===== src/rtl/serial_add_sched_if.sv =====
// Request/response bundle between two client requesters and the
// bit-serial add scheduler.
interface serial_add_sched_if #(
  parameter int W = 8
);
  logic         req0_valid;
  logic [W-1:0] req0_a;
  logic [W-1:0] req0_b;
  logic         req0_cin;
  logic         req0_ready;

  logic         req1_valid;
  logic [W-1:0] req1_a;
  logic [W-1:0] req1_b;
  logic         req1_cin;
  logic         req1_ready;

  logic         busy;
  logic         rsp_valid;
  logic         rsp_id;
  logic [W-1:0] rsp_sum;
  logic         rsp_cout;

  // Client side: issues requests and consumes responses.
  modport master (
    output req0_valid, req0_a, req0_b, req0_cin,
    output req1_valid, req1_a, req1_b, req1_cin,
    input  req0_ready, req1_ready,
    input  busy, rsp_valid, rsp_id, rsp_sum, rsp_cout
  );

  modport slave (
    input  req0_valid, req0_a, req0_b, req0_cin,
    input  req1_valid, req1_a, req1_b, req1_cin,
    output req0_ready, req1_ready,
    output busy, rsp_valid, rsp_id, rsp_sum, rsp_cout
  );
endinterface


===== src/rtl/serial_add_sched.sv =====
// Round-robin scheduler sharing one 1-bit full-adder cell between two
// requesters; W-bit sums are formed LSB first over W cycles.
module serial_add_sched #(
  parameter int W = 8
) (
  input  logic              clk,
  input  logic              rst,
  serial_add_sched_if.slave bus
);

  localparam int CW = $clog2(W + 1);
  localparam logic [CW-1:0] LAST_CNT = CW'(W - 1);

  typedef enum logic [1:0] {
    IDLE,
    ADD,
    DONE
  } state_t;

  state_t         r_state;
  state_t         w_nextState;

  logic [W-1:0]   r_shA;
  logic [W-1:0]   r_shB;
  logic [W-1:0]   r_sumSh;
  logic           r_carry;
  logic [CW-1:0]  r_cnt;
  logic           r_owner;
  logic           r_last;

  logic [W-1:0]   r_rspSum;
  logic           r_rspCout;
  logic           r_rspId;

  logic           w_s;
  logic           w_co;
  logic [W-1:0]   w_sumNext;
  logic           w_grantValid;
  logic           w_grantId;
  logic           w_ready0;
  logic           w_ready1;

  // The single shared full-adder cell.
  assign w_s  = r_shA[0] ^ r_shB[0] ^ r_carry;
  assign w_co = (r_shA[0] & r_shB[0]) | (r_carry & (r_shA[0] ^ r_shB[0]));

  generate
    if (W == 1) begin : gSumOne
      assign w_sumNext = w_s;
    end else begin : gSumWide
      assign w_sumNext = {w_s, r_sumSh[W-1:1]};
    end
  endgenerate

  always_ff @(posedge clk) begin
    if (rst) begin
      r_state <= IDLE;
    end else begin
      r_state <= w_nextState;
    end
  end

  // Tie between requesters goes to whichever was not granted last.
  always_comb begin
    w_nextState  = r_state;
    w_grantValid = 1'b0;
    w_grantId    = 1'b0;
    w_ready0     = 1'b0;
    w_ready1     = 1'b0;
    case (r_state)
      IDLE: begin
        if (!rst) begin
          if (bus.req0_valid && bus.req1_valid) begin
            w_grantValid = 1'b1;
            w_grantId    = ~r_last;
          end else if (bus.req0_valid) begin
            w_grantValid = 1'b1;
            w_grantId    = 1'b0;
          end else if (bus.req1_valid) begin
            w_grantValid = 1'b1;
            w_grantId    = 1'b1;
          end
          w_ready0 = w_grantValid && !w_grantId;
          w_ready1 = w_grantValid && w_grantId;
          if (w_grantValid) begin
            w_nextState = ADD;
          end
        end
      end
      ADD: begin
        if (r_cnt == LAST_CNT) begin
          w_nextState = DONE;
        end
      end
      DONE: begin
        w_nextState = IDLE;
      end
      default: begin
        w_nextState = IDLE;
      end
    endcase
  end

  always_ff @(posedge clk) begin
    if (rst) begin
      r_shA     <= '0;
      r_shB     <= '0;
      r_sumSh   <= '0;
      r_carry   <= 1'b0;
      r_cnt     <= '0;
      r_owner   <= 1'b0;
      r_last    <= 1'b1;
      r_rspSum  <= '0;
      r_rspCout <= 1'b0;
      r_rspId   <= 1'b0;
    end else begin
      case (r_state)
        IDLE: begin
          if (w_grantValid) begin
            r_shA   <= w_grantId ? bus.req1_a   : bus.req0_a;
            r_shB   <= w_grantId ? bus.req1_b   : bus.req0_b;
            r_carry <= w_grantId ? bus.req1_cin : bus.req0_cin;
            r_owner <= w_grantId;
            r_last  <= w_grantId;
            r_cnt   <= '0;
          end
        end
        ADD: begin
          r_sumSh <= w_sumNext;
          r_shA   <= r_shA >> 1;
          r_shB   <= r_shB >> 1;
          r_carry <= w_co;
          r_cnt   <= r_cnt + 1'b1;
        end
        DONE: begin
          r_rspSum  <= r_sumSh;
          r_rspCout <= r_carry;
          r_rspId   <= r_owner;
        end
        default: begin
        end
      endcase
    end
  end

  // Response fields come straight from the working registers in DONE and
  // from the held copies otherwise, so they stay stable between pulses.
  assign bus.req0_ready = w_ready0;
  assign bus.req1_ready = w_ready1;
  assign bus.busy       = (r_state != IDLE);
  assign bus.rsp_valid  = (r_state == DONE);
  assign bus.rsp_sum    = (r_state == DONE) ? r_sumSh : r_rspSum;
  assign bus.rsp_cout   = (r_state == DONE) ? r_carry : r_rspCout;
  assign bus.rsp_id     = (r_state == DONE) ? r_owner : r_rspId;

endmodule


===== src/flat_wrapper.sv =====
// flat-port wrapper written by rule: the top's interface ports become plain ports
module serial_add_sched_flat 
#(
  parameter int W = 8
)
  (clk, rst, bus_req0_valid, bus_req0_a, bus_req0_b, bus_req0_cin, bus_req1_valid, bus_req1_a, bus_req1_b, bus_req1_cin, bus_req0_ready, bus_req1_ready, bus_busy, bus_rsp_valid, bus_rsp_id, bus_rsp_sum, bus_rsp_cout);
  serial_add_sched_if #(.W(W)) bus_i ();
  input  logic clk;
  input  logic rst;
  input wire logic [$bits(bus_i.req0_valid)-1:0] bus_req0_valid;
  input wire logic [$bits(bus_i.req0_a)-1:0] bus_req0_a;
  input wire logic [$bits(bus_i.req0_b)-1:0] bus_req0_b;
  input wire logic [$bits(bus_i.req0_cin)-1:0] bus_req0_cin;
  input wire logic [$bits(bus_i.req1_valid)-1:0] bus_req1_valid;
  input wire logic [$bits(bus_i.req1_a)-1:0] bus_req1_a;
  input wire logic [$bits(bus_i.req1_b)-1:0] bus_req1_b;
  input wire logic [$bits(bus_i.req1_cin)-1:0] bus_req1_cin;
  output wire logic [$bits(bus_i.req0_ready)-1:0] bus_req0_ready;
  output wire logic [$bits(bus_i.req1_ready)-1:0] bus_req1_ready;
  output wire logic [$bits(bus_i.busy)-1:0] bus_busy;
  output wire logic [$bits(bus_i.rsp_valid)-1:0] bus_rsp_valid;
  output wire logic [$bits(bus_i.rsp_id)-1:0] bus_rsp_id;
  output wire logic [$bits(bus_i.rsp_sum)-1:0] bus_rsp_sum;
  output wire logic [$bits(bus_i.rsp_cout)-1:0] bus_rsp_cout;
  assign bus_i.req0_valid = bus_req0_valid;
  assign bus_i.req0_a = bus_req0_a;
  assign bus_i.req0_b = bus_req0_b;
  assign bus_i.req0_cin = bus_req0_cin;
  assign bus_i.req1_valid = bus_req1_valid;
  assign bus_i.req1_a = bus_req1_a;
  assign bus_i.req1_b = bus_req1_b;
  assign bus_i.req1_cin = bus_req1_cin;
  assign bus_req0_ready = bus_i.req0_ready;
  assign bus_req1_ready = bus_i.req1_ready;
  assign bus_busy = bus_i.busy;
  assign bus_rsp_valid = bus_i.rsp_valid;
  assign bus_rsp_id = bus_i.rsp_id;
  assign bus_rsp_sum = bus_i.rsp_sum;
  assign bus_rsp_cout = bus_i.rsp_cout;
  serial_add_sched #(.W(W)) u_core (.clk(clk), .rst(rst), .bus(bus_i));
endmodule

===== config.mk =====
export PLATFORM = sky130hd
export DESIGN_NAME = serial_add_sched_flat
export DESIGN_NICKNAME = d
export VERILOG_FILES = /design/src/rtl/serial_add_sched_if.sv /design/src/rtl/serial_add_sched.sv /design/src/flat_wrapper.sv
export SDC_FILE = /design/constraint.sdc
export NUM_CORES = 1
export LEC_CHECK = 0
export ABC_AREA = 0
export BUFFER_PORTS_ARGS = -buffer_cell sky130_fd_sc_hd__buf_2
export CORE_UTILIZATION = 55
export DETAILED_ROUTE_END_ITERATION = 12
export GPL_TIMING_DRIVEN = 0
export HOLD_SLACK_MARGIN = 0.06
export PLACE_DENSITY = 0.93
export SETUP_SLACK_MARGIN = 0.1
export SYNTH_ARGS = -nofsm -noshare
export SYNTH_HDL_FRONTEND = slang
export SYNTH_SLANG_ARGS = --single-unit

===== constraint.sdc =====
create_clock -name clk -period 2.43 [get_ports clk]
set_input_delay 0.3645 -clock clk [delete_from_list [all_inputs] [get_ports clk]]
set_output_delay 0.3645 -clock clk [all_outputs]
set_load 0.05 [all_outputs]

# Word level (Yosys, flattened, before mapping)
# Index checks and enable logic that the tools add are counted.
# Widths: inputs -> output; s select.
[classes]
n_addsub = 1
n_eq_ne = 6
n_mux = 34
bitwise = 6
n_reduce_logical = 10
[op_table]
columns = ["cell", "count"]
rows = [
  ["$mux 8", 5],
  ["$pmux 8 s2", 2],
  ["$mux 1", 21],
  ["$pmux 4 s2", 1],
  ["$reduce_and 2->1", 3],
  ["$add 4x1->4 const B", 1],
  ["$eq 4x3->1 const B", 1],
  ["$mux 2", 2],
  ["$mux 4", 1],
  ["$ne 2x1->1 const B", 2],
  ["$pmux 2 s2", 1],
  ["$reduce_bool 2->1", 2],
  ["$logic_and 1x1->1", 3],
  ["$and 1x1->1", 2],
  ["$eq 2x1->1 const B", 1],
  ["$eq 2x2->1 const B", 1],
  ["$logic_not 2->1", 1],
  ["$ne 2x2->1 const B", 1],
  ["$pmux 1 s2", 1],
  ["$xor 1x1->1", 2],
  ["$logic_not 1->1", 1],
  ["$not 1->1", 1],
  ["$or 1x1->1", 1],
]
[totals]
ff_bits = 43
in_bits = 38
output_inout_bits = 14
wordCells = 68

# Longest topological paths before layout
# Gate-level depths: netlist of run 1.
[depth]
depth_word = 10
depth_mapped = 8
depth_no_buf = 6

# Least setup slack after synthesis of run 1
# No wires, ideal clock.
[synth_path]
path_kind = "register to output"
from = "register u_core.r_state[0]"
to = "output bus_req1_ready"
t_arrival_ns = 1.508
t_required_ns = 2.066
slack_ns = 0.557
stages_incl_launch_ff = 7
path_buffers = 2
cell_sequence = "dfxtp_1 > nor2_4 > inv_2 > or3_1 > buf_6 > buf_6 > inv_2"
[synth_via]
elab_chain_len = 2
[synth_rtl]
columns = ["element", "line", "rtl"]
rows = [
  ["start, declared", "serial_add_sched.sv:20", "state_t r_state;"],
  ["start signal, assigned", "serial_add_sched.sv:59", "r_state <= w_nextState;"],
  ["$logic_not 2->1", "serial_add_sched.sv:70", "case (r_state)"],
  ["$mux 1", "serial_add_sched.sv:70", ""],
  ["end, declared", "flat_wrapper.sv:19", "output wire logic [$bits(bus_i.req1_ready)-1:0] bus_req1_ready;"],
]
# No other way between the ends.

# Worst setup path in the final report of run 1
[layout_path]
from = "register u_core.r_state[1]"
to = "output bus_req1_ready"
# The elaborated chain is that of the path after synthesis.

==> results of run 1 <==
-- final cells by class --
type | count | area share (%)
repair buffers | 52 | 11.9
flip-flops and latches | 43 | 38.0
well taps | 44 | 2.43
clock buffers | 8 | 3.03
plain buffers | 15 | 3.31
inverters | 5 | 0.827
multi-input cells | 133 | 40.5
-- stage by stage --
step	setup slack (ps)	utilization [%]	hold slack, ps	power (W)
final	221	72.5	261	0.00146
after global routing	122	72.5	243	0.00154
after CTS	106	72.0	238	0.00146
after detailed placement	375	69.7	436	0.00107
after global placement	431	69.7	431	0.00106
after floorplan	557	-	416	0.000990
-- routing by layer --
layer  part of all wire [%]  vias up  wire length [microns]  global-route usage (%)
li1                       -      821                      -                       -
met1                     40      759                   1640                    26.6
met2                     51       66                   2060                    45.8
met3                    6.8       10                    278                    9.09
met4                    2.0        0                     82                    9.63
met5                      0        -                      0                       0
-- state kept, by name, summed over array words and instances (netlist names) --
signal,count
u_core.r_carry,1
u_core.r_cnt,4
u_core.r_last,1
u_core.r_owner,1
u_core.r_rspCout,1
u_core.r_rspId,1
u_core.r_rspSum,8
u_core.r_shA,8
u_core.r_shB,8
u_core.r_state,2
u_core.r_sumSh,8
-- Yosys cell counts (3+ instances only) --
library cell and number:
dfxtp_1 43, nand2_1 24, mux2i_1 17, a22oi_1 14, o22ai_1 14, a21oi_1 12, and2_1 10, clkbuf_1 9
mux2_2 7, nand3_1 5, buf_2 3, inv_1 3, mux2_1 3, nor2_1 3, o21ai_0 3
-- worst max path at each step --
stage                      startpoint             end  slack (ps)  cells past startpoint
floorplan           u_core.r_state[0]  bus_req1_ready         560                      6
global placement       bus_req0_valid  bus_req1_ready         430                      7
detailed placement     bus_req0_valid  bus_req1_ready         380                      7
CTS                 u_core.r_state[0]  bus_req1_ready         110                      7
global route        u_core.r_state[1]  bus_req1_ready         120                      7
finish              u_core.r_state[1]  bus_req1_ready         220                      7
-- tightest hold or removal path, delay by kind of cell --
family / cells / cell delay [ps]
buf+inv: 1 / 100
simple gates: 1 / 50
compound gates: 1 / 60
-- kinds of logic (layout without fill, tap and decap cells) --
| kind of cell | count (synthesis) | count (layout) | share of synthesized area (%) |
|---|---|---|---|
| simple gates | 53 | 53 | 14.0 |
| mux | 27 | 27 | 15.1 |
| fa+ha+maj | 2 | 2 | 1.74 |
| flops | 43 | 43 | 46.1 |
| compound gates | 51 | 51 | 18.1 |
| buf+inv | 20 | 80 | 5.02 |
-- timing repair --
item,CTS,global route
setup buffers,0,1
pin swaps,0,1
gates resized for setup,1,3
setup endpoints to repair,1,1
-- power breakdown --
group          switching (W)  total, W  leakage (nW)  internal, W
Clock               0.000221  0.000391        0.0386     0.000170
Combinational       0.000160  0.000276         0.692     0.000116
Sequential         0.0000366  0.000794         0.352     0.000757
==> run summary, run 1 <==
Worst Tran Pin Value -> 466 ps
Hold path depth -> 3
Die W -> 60.3 microns
Hold_sp -> bus_req1_b[7]
Crit Path Max Fanout -> 10
Fin nets -> 295
Slew HR -> 68.9%
Port buffer count -> 51
Clk sink count -> 43
H-tree lvl count -> 2
Filler cell count -> 251
CORE AREA -> 3130 sq um
Worst vdd ir -> 0.404 mV
Via density -> 5.52
DRT antenna net count -> 0
Commonest non-fill, non-tap cell in the layout -> buf_2
Top-area cell type share of the netlist area -> 46.1%
# setup viols final -> 0
Final hold violation count -> 0
Reg-to-Reg Start -> u_core.r_state[1]
RePlAce Congestion -> 0.875
I/O Pins -> 52
Design Area, Final -> 2270 sq um
Status -> finished clean
Leading area contributor after synthesis -> dfxtp_1
Post-synth EDFFs -> 0
CP dominant cell by count -> buf_6
Placed Instances -> 291
Syn_area_per_cell -> 9.54 sq um
Worst path max stage delay -> 370 ps
Async S/R FF share, synth -> 0%
Seq/Total Area, Yosys -> 46.1%
Predominant post-synthesis flop cell -> dfxtp_1
Most frequent cells in the layout -> buf_2, dfxtp_1, nand2_1
Top post-synthesis cells by area -> dfxtp_1, mux2i_1, a22oi_1
Routed WL -> 4.06 mm
Hold Path Sink -> u_core.r_shB[7]
Worst-Skew Late Latency -> 350 ps
TritonCTS buffer count -> 5
Clock buffer depth -> 2
RSZ-0062 raised after global routing -> false
Row count -> 20
Crit-path cells -> nor2_4 -> inv_2 -> or3_4 -> buf_6 -> buf_6 -> inv_2 -> buf_6
Grt ovf -> 0
Synthesis-stage register bit count -> 43
# hold bufs at CTS -> 0
R2R setup slack -> 730 ps
Slowest cell on the critical path -> or3_4
HPWL Detailed -> 2.98 mm
Critical Path RT -> 2070 ps
Worst setup EP type -> primary output
Placed inst area -> 2180 sq um
Distinct cell type count after synthesis -> 36
Layout cells sized above 1 -> 30.9%
Max Slew Vio Count -> 0
Synth-to-layout area growth -> 21.4%
Yosys warning count -> 0
Setup TNS -> 0 ps
Vias in the first global route -> 1,588
Clock-pin slew of the registers on the worst-case setup and hold paths -> 120 ps
Drt first-iter violations -> 56
Die Y -> 60.3 microns
Initial Util -> 59.8%
Root Buffer -> clkbuf_4
Area of the multi-input gates -> 920 sq um
Synth Instances -> 196
Static power due to leakage -> 1.08 nW
PD cells -> 644 nW/um^2
Sequential cell area -> 862 sq um
Die area -> 3640 sq um
Mapped cell area -> 1870 sq um
Largest net degree at the start of global routing -> 13
Worst path bufs/invs -> 5
Global-route wire length before repair -> 6.67 mm
Gr usage total -> 25.3%
CTS tree -> yes
Worst Reg2Reg Path Length in Cells -> 7
Setup CP Type -> register to primary output
Antenna cells -> 0
Reg2reg end -> u_core.r_shB[0]
Critical Path Source Type -> register
Max-cap violations -> 0
Non-Filler Instances -> 300
Syn_nets -> 236
Initial antenna violation count -> 0
Critical Path AT -> 1840 ps
Fin crit share -> 90.9%
Min Tclk post-route -> 2210 ps
Max Freq -> 0.453 GHz
Worst Hold Class -> input pin to register
Vias post-DR -> 1,656
Clock Skews -> 4.84 ps
Residual DRC -> 0
Pre-antenna DRT Iters -> 4
Largest delay share family, worst path -> buffers and inverters
WL/cell -> 13.5 microns
(Power assumes the default switching activity.)
==> run 2: changes to the inputs <==
==> constraint.sdc (replaced) <==
create_clock -name clk -period 2.68 [get_ports clk]
set_input_delay 0.402 -clock clk [delete_from_list [all_inputs] [get_ports clk]]
set_output_delay 0.402 -clock clk [all_outputs]
set_load 0.05 [all_outputs]
==> run 2 against run 1 <==
Final area fell by 0.88%; register-to-register slack improved by 200 ps; final cell count decreased by 0.33%; routed wire length fell by 1.8%; combinational power decreased by 11%; sequential share of layout area increased by 0.28 points; non-clock buffer count down 1; worst hold slack better by 35 ps; global-route usage stayed put; sequential power shrank 9.4%; clock-buffer cell count unchanged; largest power group unchanged.
==> run summary, run 2 (synthesis gave the netlist of run 1 again) <==
Status -> finished clean
Global-route wire length before repair -> 6.67 mm
Critical Path RT -> 2280 ps
RePlAce Congestion -> 0.875
Routed WL -> 3.99 mm
WL/cell -> 13.3 microns
Critical Path Source Type -> register
Residual DRC -> 0
Port buffer count -> 51
Pre-antenna DRT Iters -> 4
I/O Pins -> 52
# hold bufs at CTS -> 0
Die Y -> 60.3 microns
Initial Util -> 59.8%
Worst Tran Pin Value -> 458 ps
Fin nets -> 294
Largest net degree at the start of global routing -> 13
Synth-to-layout area growth -> 20.3%
DRT antenna net count -> 0
Worst-Skew Late Latency -> 350 ps
Drt first-iter violations -> 70
Grt ovf -> 0
Clock Skews -> 3.30 ps
Root Buffer -> clkbuf_4
Static power due to leakage -> 1.07 nW
Layout cells sized above 1 -> 29.8%
CTS tree -> yes
Slew HR -> 69.5%
Worst path max stage delay -> 390 ps
Die area -> 3640 sq um
CTS resizes -> 0
Clk sink count -> 43
Most frequent cells in the layout -> buf_2, dfxtp_1, nand2_1
Min Tclk post-route -> 2390 ps
Crit-path cells -> nor2_4 -> inv_2 -> or3_1 -> buf_6 -> buf_6 -> inv_2 -> buf_2
Row count -> 20
Via density -> 5.53
Max Freq -> 0.418 GHz
Worst vdd ir -> 0.368 mV
Fin crit share -> 89.3%
Worst setup EP type -> primary output
Setup ws final -> 288 ps
Setup CP Type -> register to primary output
Commonest non-fill, non-tap cell in the layout -> buf_2
Clock-pin slew of the registers on the worst-case setup and hold paths -> 110 ps
Initial antenna violation count -> 0
TritonCTS buffer count -> 5
Gr usage total -> 25.3%
Final hold violation count -> 0
Die W -> 60.3 microns
Hold slack -> 295 ps
Critical Path AT -> 1990 ps
Worst Hold Class -> input pin to register
H-tree lvl count -> 2
Max Slew Vio Count -> 0
CORE AREA -> 3130 sq um
Design Area, Final -> 2250 sq um
PD cells -> 587 nW/um^2
Crit Path Max Fanout -> 10
Max-cap violations -> 0
RSZ-0062 raised after global routing -> false
Vias in the first global route -> 1,588
Placed inst area -> 2180 sq um
HPWL Detailed -> 2.98 mm
Slowest cell on the critical path -> or3_1
Pre-CTS setup slack -> 550 ps
Vias post-DR -> 1,654
Postcts setup bufs -> 0
Setup TNS -> 0 ps
Clock buffer depth -> 2
# setup viols final -> 0
Antenna cells -> 0
[run 2: cell types whose count changed in the layout (fill, tap and decap cells not counted), sizes merged]
cell  delta
buf      -1
[run 2: routing by layer]
layer / up-vias / GRT usage, % / part of all wire, %
met5: - / 0 / 0
met4: 0 / 9.63 / 2.0
met3: 9 / 9.09 / 7.1
met2: 68 / 45.8 / 50
met1: 755 / 26.6 / 41
li1: 822 / - / -
[run 2: through the flow]
stage | utilization, % | std cells | total power, W
final | 71.9 | 299 | 0.00132
after global placement | 69.7 | 291 | 0.000964
after CTS | 71.9 | 299 | 0.00132
after detailed placement | 69.7 | 291 | 0.000974
after floorplan | - | 196 | 0.000897
after global routing | 71.9 | 299 | 0.00139
[run 2: cell type report]
class,instances,area (sq um)
inverters,5,18.8
fillers,254,880
repair buffers,51,255
clock buffers,8,68.8
well taps,44,55.1
multi-input cells,133,915
flip-flops and latches,43,861
plain buffers,15,75.1
[run 2: worst max-delay path: cells and delay by family, from the launching register on]
kind	cells	cell delay, ps
flip-flops	1	360
buffers and inverters	5	710
AND/OR/NAND/NOR	2	570
[run 2: worst paths after layout]
kind	startpoint	cells after the start	slack, ps	end
worst max-delay path	u_core.r_state[0]	7	290	bus_req1_ready
worst min-delay path	bus_req1_b[7]	3	300	u_core.r_shB[7]
worst max register to register	u_core.r_state[0]	7	930	u_core.r_shB[0]
worst min register to register	u_core.r_owner	2	450	u_core.r_owner
[run 2: power breakdown]
part | total, W | leakage, nW | internal, W | switching (W)
combinational | 0.000245 | 0.684 | 0.000102 | 0.000143
clock | 0.000355 | 0.0386 | 0.000155 | 0.000200
sequential | 0.000719 | 0.351 | 0.000686 | 0.0000326
total | 0.00132 | 1.07 | 0.000943 | 0.000376
